<file path="src/rtl/fsm_cmd_sequencer.sv">
// Command sequencer: issues an encoded target command to a downstream FSM, waits
// for matching status with timeout/retry, and reports done or an error cause.
module fsm_cmd_sequencer #(
    parameter int TIMEOUT   = 8,
    parameter int MAX_RETRY = 2
) (
    input  logic       clk,
    input  logic       rst_n,
    input  logic       req_valid,
    output logic       req_ready,
    input  logic [1:0] req_target,
    input  logic [2:0] status_in,
    output logic [2:0] cmd_out,
    output logic       cmd_valid,
    output logic       done,
    output logic       error,
    output logic [1:0] err_code,
    input  logic       err_clear,
    output logic [2:0] state_dbg
);

    typedef enum logic [2:0] {
        IDLE  = 3'd0,
        ISSUE = 3'd1,
        WAIT  = 3'd2,
        DONE  = 3'd3,
        ERR   = 3'd4
    } state_t;

    localparam logic [7:0] TIMER_LAST = 8'(TIMEOUT - 1);
    localparam logic [2:0] RETRY_MAX  = 3'(MAX_RETRY);

    // Handshake: a request transfers on a rising edge where req_valid && req_ready;
    // req_ready is high only in IDLE and nothing is queued while it is low.

    state_t     state, next_state;
    logic [1:0] target, target_d;
    logic [7:0] timer;
    logic [2:0] retry_cnt;
    logic [1:0] err_code_d;
    logic       accept;
    logic       retry_inc;

    function automatic logic [2:0] encode(input logic [1:0] t);
        logic [2:0] code;
        case (t)
            2'd3:    code = 3'h0;
            2'd2:    code = 3'h4;
            2'd1:    code = 3'h5;
            default: code = 3'h0;
        endcase
        return code;
    endfunction

    assign req_ready = (state == IDLE);
    assign state_dbg = state;
    assign target_d  = accept ? req_target : target;

    always_comb begin
        next_state = state;
        err_code_d = err_code;
        accept     = 1'b0;
        retry_inc  = 1'b0;
        case (state)
            IDLE: begin
                if (req_valid) begin
                    accept = 1'b1;
                    // Target 0 has no command code, so it fails without issuing.
                    if (req_target == 2'd0) begin
                        next_state = ERR;
                        err_code_d = 2'b01;
                    end else begin
                        next_state = ISSUE;
                    end
                end
            end
            ISSUE: next_state = WAIT;
            WAIT: begin
                if (!status_in[2]) begin
                    next_state = ERR;
                    err_code_d = 2'b11;
                end else if (status_in[1:0] == target) begin
                    next_state = DONE;
                end else if (timer == TIMER_LAST) begin
                    if (retry_cnt < RETRY_MAX) begin
                        retry_inc  = 1'b1;
                        next_state = ISSUE;
                    end else begin
                        next_state = ERR;
                        err_code_d = 2'b10;
                    end
                end
            end
            DONE: next_state = IDLE;
            ERR: begin
                if (err_clear) next_state = IDLE;
            end
            default: begin
                next_state = ERR;
                err_code_d = 2'b11;
            end
        endcase
    end

    always_ff @(posedge clk or negedge rst_n) begin
        if (!rst_n) begin
            state <= IDLE;
        end else begin
            state <= next_state;
        end
    end

    // Outputs are registered from next_state so they line up with the state they describe.
    always_ff @(posedge clk or negedge rst_n) begin
        if (!rst_n) begin
            target    <= 2'd0;
            timer     <= 8'd0;
            retry_cnt <= 3'd0;
            cmd_out   <= 3'h0;
            cmd_valid <= 1'b0;
            done      <= 1'b0;
            error     <= 1'b0;
            err_code  <= 2'b00;
        end else begin
            target    <= target_d;
            cmd_valid <= (next_state == ISSUE);
            done      <= (next_state == DONE);
            error     <= (next_state == ERR);
            err_code  <= (next_state == ERR) ? err_code_d : 2'b00;
            if (next_state == ISSUE) begin
                cmd_out <= encode(target_d);
            end
            if (state == ISSUE) begin
                timer <= 8'd0;
            end else if (state == WAIT && timer != 8'hff) begin
                timer <= timer + 8'd1;
            end
            if (accept) begin
                retry_cnt <= 3'd0;
            end else if (retry_inc && retry_cnt != 3'd7) begin
                retry_cnt <= retry_cnt + 3'd1;
            end
        end
    end

endmodule

</file>
<file path="config.mk">
export PLATFORM = sky130hd
export DESIGN_NAME = fsm_cmd_sequencer
export DESIGN_NICKNAME = d
export VERILOG_FILES = /design/src/rtl/fsm_cmd_sequencer.sv
export SDC_FILE = /design/constraint.sdc
export NUM_CORES = 1
export LEC_CHECK = 0
export ABC_AREA = 1
export CAP_MARGIN = 20
export CORE_ASPECT_RATIO = 0.6
export CORE_MARGIN = 5
export CORE_UTILIZATION = 52
export DETAILED_ROUTE_END_ITERATION = 12
export PLACE_DENSITY = 0.78
export REMOVE_ABC_BUFFERS = 1
export SYNTH_ARGS = -nofsm -noshare
export SYNTH_HDL_FRONTEND = slang
export SYNTH_SLANG_ARGS = --single-unit
</file>
<file path="constraint.sdc">
create_clock -name clk -period 2.1 [get_ports clk]
set_input_delay 0.42 -clock clk [delete_from_list [all_inputs] [get_ports clk]]
set_output_delay 0.42 -clock clk [all_outputs]
set_load 0.02 [all_outputs]
</file>
* After elaboration in Yosys (flattened, before gate mapping)
Index checks and enable logic that the tools add are counted.
Storage, ports and cells: register bits after elaboration 24, input port bits 9, word-level logic and storage cells 68, output and inout port bits 12
Cells by class: $lt $le $gt $ge 1, equality and inequality tests 19, add/sub/neg operators 2, reductions and logical operators 8, muxes and demuxes 29
Operator list (count):
- two-way mux 3 bit | 9
- two-way mux 2 bit | 8
- two-way mux 8 bit | 2
- one-hot mux 3 bit (5 select lines) | 1
- inequality test 4 bit, second input constant | 3
- equality test 3 x 2 -> 1 bit, second input constant | 3
- inequality test 3 bit, second input constant | 3
- adder 8 x 1 -> 8 bit, second input constant | 1
- equality test 8 x 3 -> 1 bit, second input constant | 1
- inequality test 8 bit, second input constant | 1
- two-way mux 1 bit | 7
- equality test 3 x 1 -> 1 bit, second input constant | 2
- equality test 3 bit, second input constant | 2
- one-hot mux 2 bit (3 select lines) | 1
- one-hot mux 3 bit (2 select lines) | 1
- AND reduction 6 bit | 1
- nonzero test 2 bit | 2
- adder 3 x 1 -> 3 bit, second input constant | 1
- logical NOT 3 bit | 1
- less-than comparator 3 x 2 -> 1 bit, second input constant | 1
- OR reduction 3 bit | 1
- equality test 2 x 1 -> 1 bit, second input constant | 1
- equality test 2 bit | 1
- equality test 2 bit, second input constant | 1
- 3 further kinds | 4

* Longest topological paths before layout
word-level depth 9, mapped depth 10, mapped depth without buffers 10

* Worst setup path after synthesis
Ideal clock, no wire load.
path type flip-flop to flip-flop, start point register state[2] (netlist: state_dbg[2]), end point register cmd_out[2], path buffers 0, clock period less this slack 1.630 ns, setup time 0.065 ns, setup slack 0.470 ns, data required time 2.035 ns, arrival time 1.565 ns, stages on the path, launching flop included 10, cells stage by stage dfrtp_1 > nor2_2 > nand2_1 > nor2_1 > inv_1 > o21ai_0 > ha_1 > inv_1 > nand3_1 > nand2_1
On the way: longest elaborated chain between the ends 5
Ends and longest elaborated chain:
- from (decl) | RTL line 36 | state_t state, next_state;
- from (signal assigned) | RTL line 109 | state <= next_state;
- logical NOT 3 bit (*) | RTL line 64 | case (state)
- two-way mux 1 bit (*) | RTL line 64
- two-way mux 2 bit (*) | RTL line 57 | assign target_d = accept ? req_target : target;
- net target_d[0] | RTL line 37 | logic [1:0] target, target_d;
- equality test 2 x 1 -> 1 bit / equality test 2 bit (equally long branches) | RTL line 46 | case (t)
- one-hot mux 3 bit (2 select lines) (*) | RTL line 46
- to (signal assigned) | RTL line 131 | cmd_out <= encode(target_d);
- to (decl) | RTL line 13 | output logic [2:0] cmd_out,
The timed path passes the listed nets; every way through them passes the cells marked *. A chain may end at the register's enable or synchronous reset.

* Worst setup path in the final report
start point register state[0] (netlist: state_dbg[0]), end point output port state_dbg[0]
RTL lines:
- to (decl) | RTL line 19 | output logic [2:0] state_dbg
No word-level cell between the ends.

==> impl_metrics.py <==
metrics = {
    "floorplan": {
        "die_w_um": 73.8,
        "die_height_um": 48.3,
        "row_count": 13,
        "start_util": 0.566,
        "dieArea_um2": 3560,
        "core-area_um2": 2240,
        "ioPinCount": 21,
    },
    "setup_path": {
        "worstPathMaxFanout": 5,
        "crit_chain": "buf_4 -> clkdlybuf4s50_1",
        "path_buf_inv": 2,
        "path_class": "flop to output port",
        "startpoint_type": "flop",
        "cp.required_ps": 1680,
        "arrival_ps": 1430,
        "crit_path_end_kind": "output port",
        "path_delay_family": "buffers and inverters",
        "critical_path.slowest_cell": "clkdlybuf4s50_1",
        "worstReg2RegStart": "state_dbg[2]$_DFF_PN0_",
        "crit_start": "state_dbg[0]$_DFF_PN0_",
        "slowest_delay_ps": 600,
    },
    "run_status": {
        "status": "finished, final reports clean",
    },
    "sta": {
        "rsz0062_at_grt": "false",
        "fin_hold_ws_ps": 462,
        "max_freq_mhz": 542,
        "setup_tns_ps": 0,
        "min_period_over_period": 0.879,
        "setup_viol": 0,
        "final_max_slew_viol_count": 0,
        "finalHoldViolCount": 0,
        "finClkSkew_ps": 4.52,
        "fin_crit_ps": 1850,
    },
    "synthesis": {
        "yosysWarnings": 0,
        "synthCells": 157,
        "ys_seq_elements": 23,
        "syn_area_per_cell_um2": 8.09,
        "synth_cell_types": 25,
        "yosysSeqAreaShare": 0.453,
        "synth_area_um2": 1270,
    },
    "routing": {
        "avgViaCountPerCell": 5.15,
        "drt_iter0_markers": 82,
        "vias": 1091,
        "wl_mm": 2.73,
        "avgRoutedWirePerCell_um": 12.9,
        "drcViolationCount": 0,
        "first_pass_iters": 5,
        "ant_nets": 0,
    },
    "global_routing": {
        "grt_pass1_wl_mm": 4.82,
        "grt_pass1_vias": 1118,
        "grt_util_all_layers": 0.185,
        "antenna_found_initial": 0,
        "globalRouteOverflowTotal": 0,
        "grt_max_degree": 14,
    },
    "clock_tree": {
        "clk_latency_ps": 270,
        "clock_path_buffers": 2,
        "cts_buffers": 3,
        "cts_tree": "done",
        "clk_pin_slew_ps": 80,
        "cts_root_buffer": "clkbuf_8",
        "h-tree-depth": 1,
        "clock_sinks": 23,
        "cts_post_setup_buffers_inserted": 0,
    },
    "run": {
        "max-cap-violations": 0,
    },
    "hold_path": {
        "hold_class": "input port to asynchronous set/reset pin",
    },
    "place": {
        "gp_congestion": 0.896,
        "port_buffers": 19,
        "hpwl_mm": 2.18,
    },
    "finish": {
        "syn_to_final_growth_pct": 22.9,
        "nNetsFinal": 196,
        "drive_gt1_frac": 0.148,
        "insertedDiodeCount": 0,
    },
    "power_and_ir_drop": {
        "power_density_nw_per_um2": 1180,
        "leakage_nw": 0.779,
        "peakVddDrop_mv": 0.729,
    },
}
## layout make-up
cell class,instances,area (µm²)
inverters,27,101
fillers,174,684
flip-flops and latches,23,576
clock buffers,4,45.0
well taps,30,37.5
multi-input cells,106,586
repair buffers,22,215
## per-layer routing
layer,GRT usage,part of all wire
met4,0.0614,0.015
met3,0.0514,0.065
met5,0,0
met2,0.298,0.41
met1,0.247,0.51
## state kept, by name, summed over array words and instances (netlist names)
name,cells
cmd_valid,1
cmd_out,2
retry_cnt,3
state_dbg,3
done,1
error,1
err_code,2
timer,8
target,2
## kinds of logic (layout without fill, tap and decap cells)
family / Yosys count / after routing / synth area share
AND/OR/NAND/NOR: 78 / 78 / 0.313
buffers and inverters: 28 / 53 / 0.0857
flip-flops: 23 / 23 / 0.453
AO/OA/AOI/OAI: 21 / 21 / 0.0916
adder cells (fa/ha/maj): 4 / 4 / 0.0394
XOR/XNOR: 2 / 2 / 0.0138
other: 1 / 1 / 0.00295
## worst reg2reg max path, delay by kind of cell (launching register included)
family                     cells  cell delay, ps
AOI/OAI and AO/OA              1             270
adders and majority gates      1             280
buffers and inverters          2             200
DFF                            1             440
and+or+nand+nor                5             570
## cells in the mapped netlist
cell / number / area [µm²]
nand2_1: 32 / 120
dfrtp_1: 23 / 576
inv_1: 23 / 86.3
nand3_1: 15 / 75.1
nor2_1: 12 / 45.0
a21oi_1: 7 / 35.0
o21ai_1: 7 / 35.0
ha_1: 4 / 50.1
inv_2: 4 / 15.0
nand2_2: 4 / 25.0
nand4_1: 3 / 18.8
nor2_2: 3 / 18.8
nor2_4: 3 / 33.8
o21ai_0: 3 / 15.0
a21oi_2: 2 / 17.5
nand3_2: 2 / 20.0
xnor2_1: 2 / 17.5
a31oi_1: 1 / 6.26
buf_4: 1 / 7.51
conb_1: 1 / 3.75
nand2_4: 1 / 11.3
nand4_2: 1 / 12.5
nor3_1: 1 / 5.00
nor3b_2: 1 / 12.5
o31ai_1: 1 / 7.51
## placed cells by master (no fill, tap or decap)
master	count
conb_1	1
nand3_2	2
nand2_2	4
nand2_1	32
nand4_1	3
nor3b_2	1
inv_1	23
nor2_4	3
o31ai_1	1
o21ai_0	3
clkbuf_8	3
nand4_2	1
nor2_2	3
a31oi_1	1
a21oi_1	7
ha_1	4
xnor2_1	2
a21oi_2	2
buf_4	3
nand2_4	1
o21ai_1	7
nor3_1	1
clkbuf_1	1
dlymetal6s2s_1	1
inv_2	4
nor2_1	12
dfrtp_1	23
clkdlybuf4s50_1	18
nand3_1	15
## final timing paths
kind	endpoint	slack, ps	cells past startpoint
setup / recovery	state_dbg[0]	250	2
setup reg to reg	cmd_out[2]$_DFFE_PN0P_	290	9
max in group asynchronous	state_dbg[1]$_DFF_PN0_	1470	2
hold reg to reg	cmd_out[0]$_DFFE_PN0P_	490	2
min in group clk	cmd_out[0]$_DFFE_PN0P_	490	2
hold / removal	target[0]$_DFF_PN0_	460	2
## power by group
part / total (mW) / internal, mW / switching (mW)
Combinational: 0.896 / 0.357 / 0.538
Clock: 0.285 / 0.136 / 0.149
Sequential: 0.662 / 0.568 / 0.0939
Total: 1.84 / 1.06 / 0.781
## stage by stage
stage	utilization	total power, mW	cells	instance area, µm²	setup slack, ps
floorplan	-	1.21	156	1260	470
global placement	0.674	1.53	208	1510	163
detailed placement	0.674	1.56	208	1510	75.6
CTS	0.694	1.85	212	1560	4.91
global route	0.695	1.98	212	1560	100
finish	0.695	1.84	212	1560	254
## what timing repair did
action / 4_1_cts / 5_1_grt
hold buffers: 0 / 0
endpoints found under the setup margin: 0 / 1
resized for setup: 0 / 1
Power figures use the tool's default switching activity.
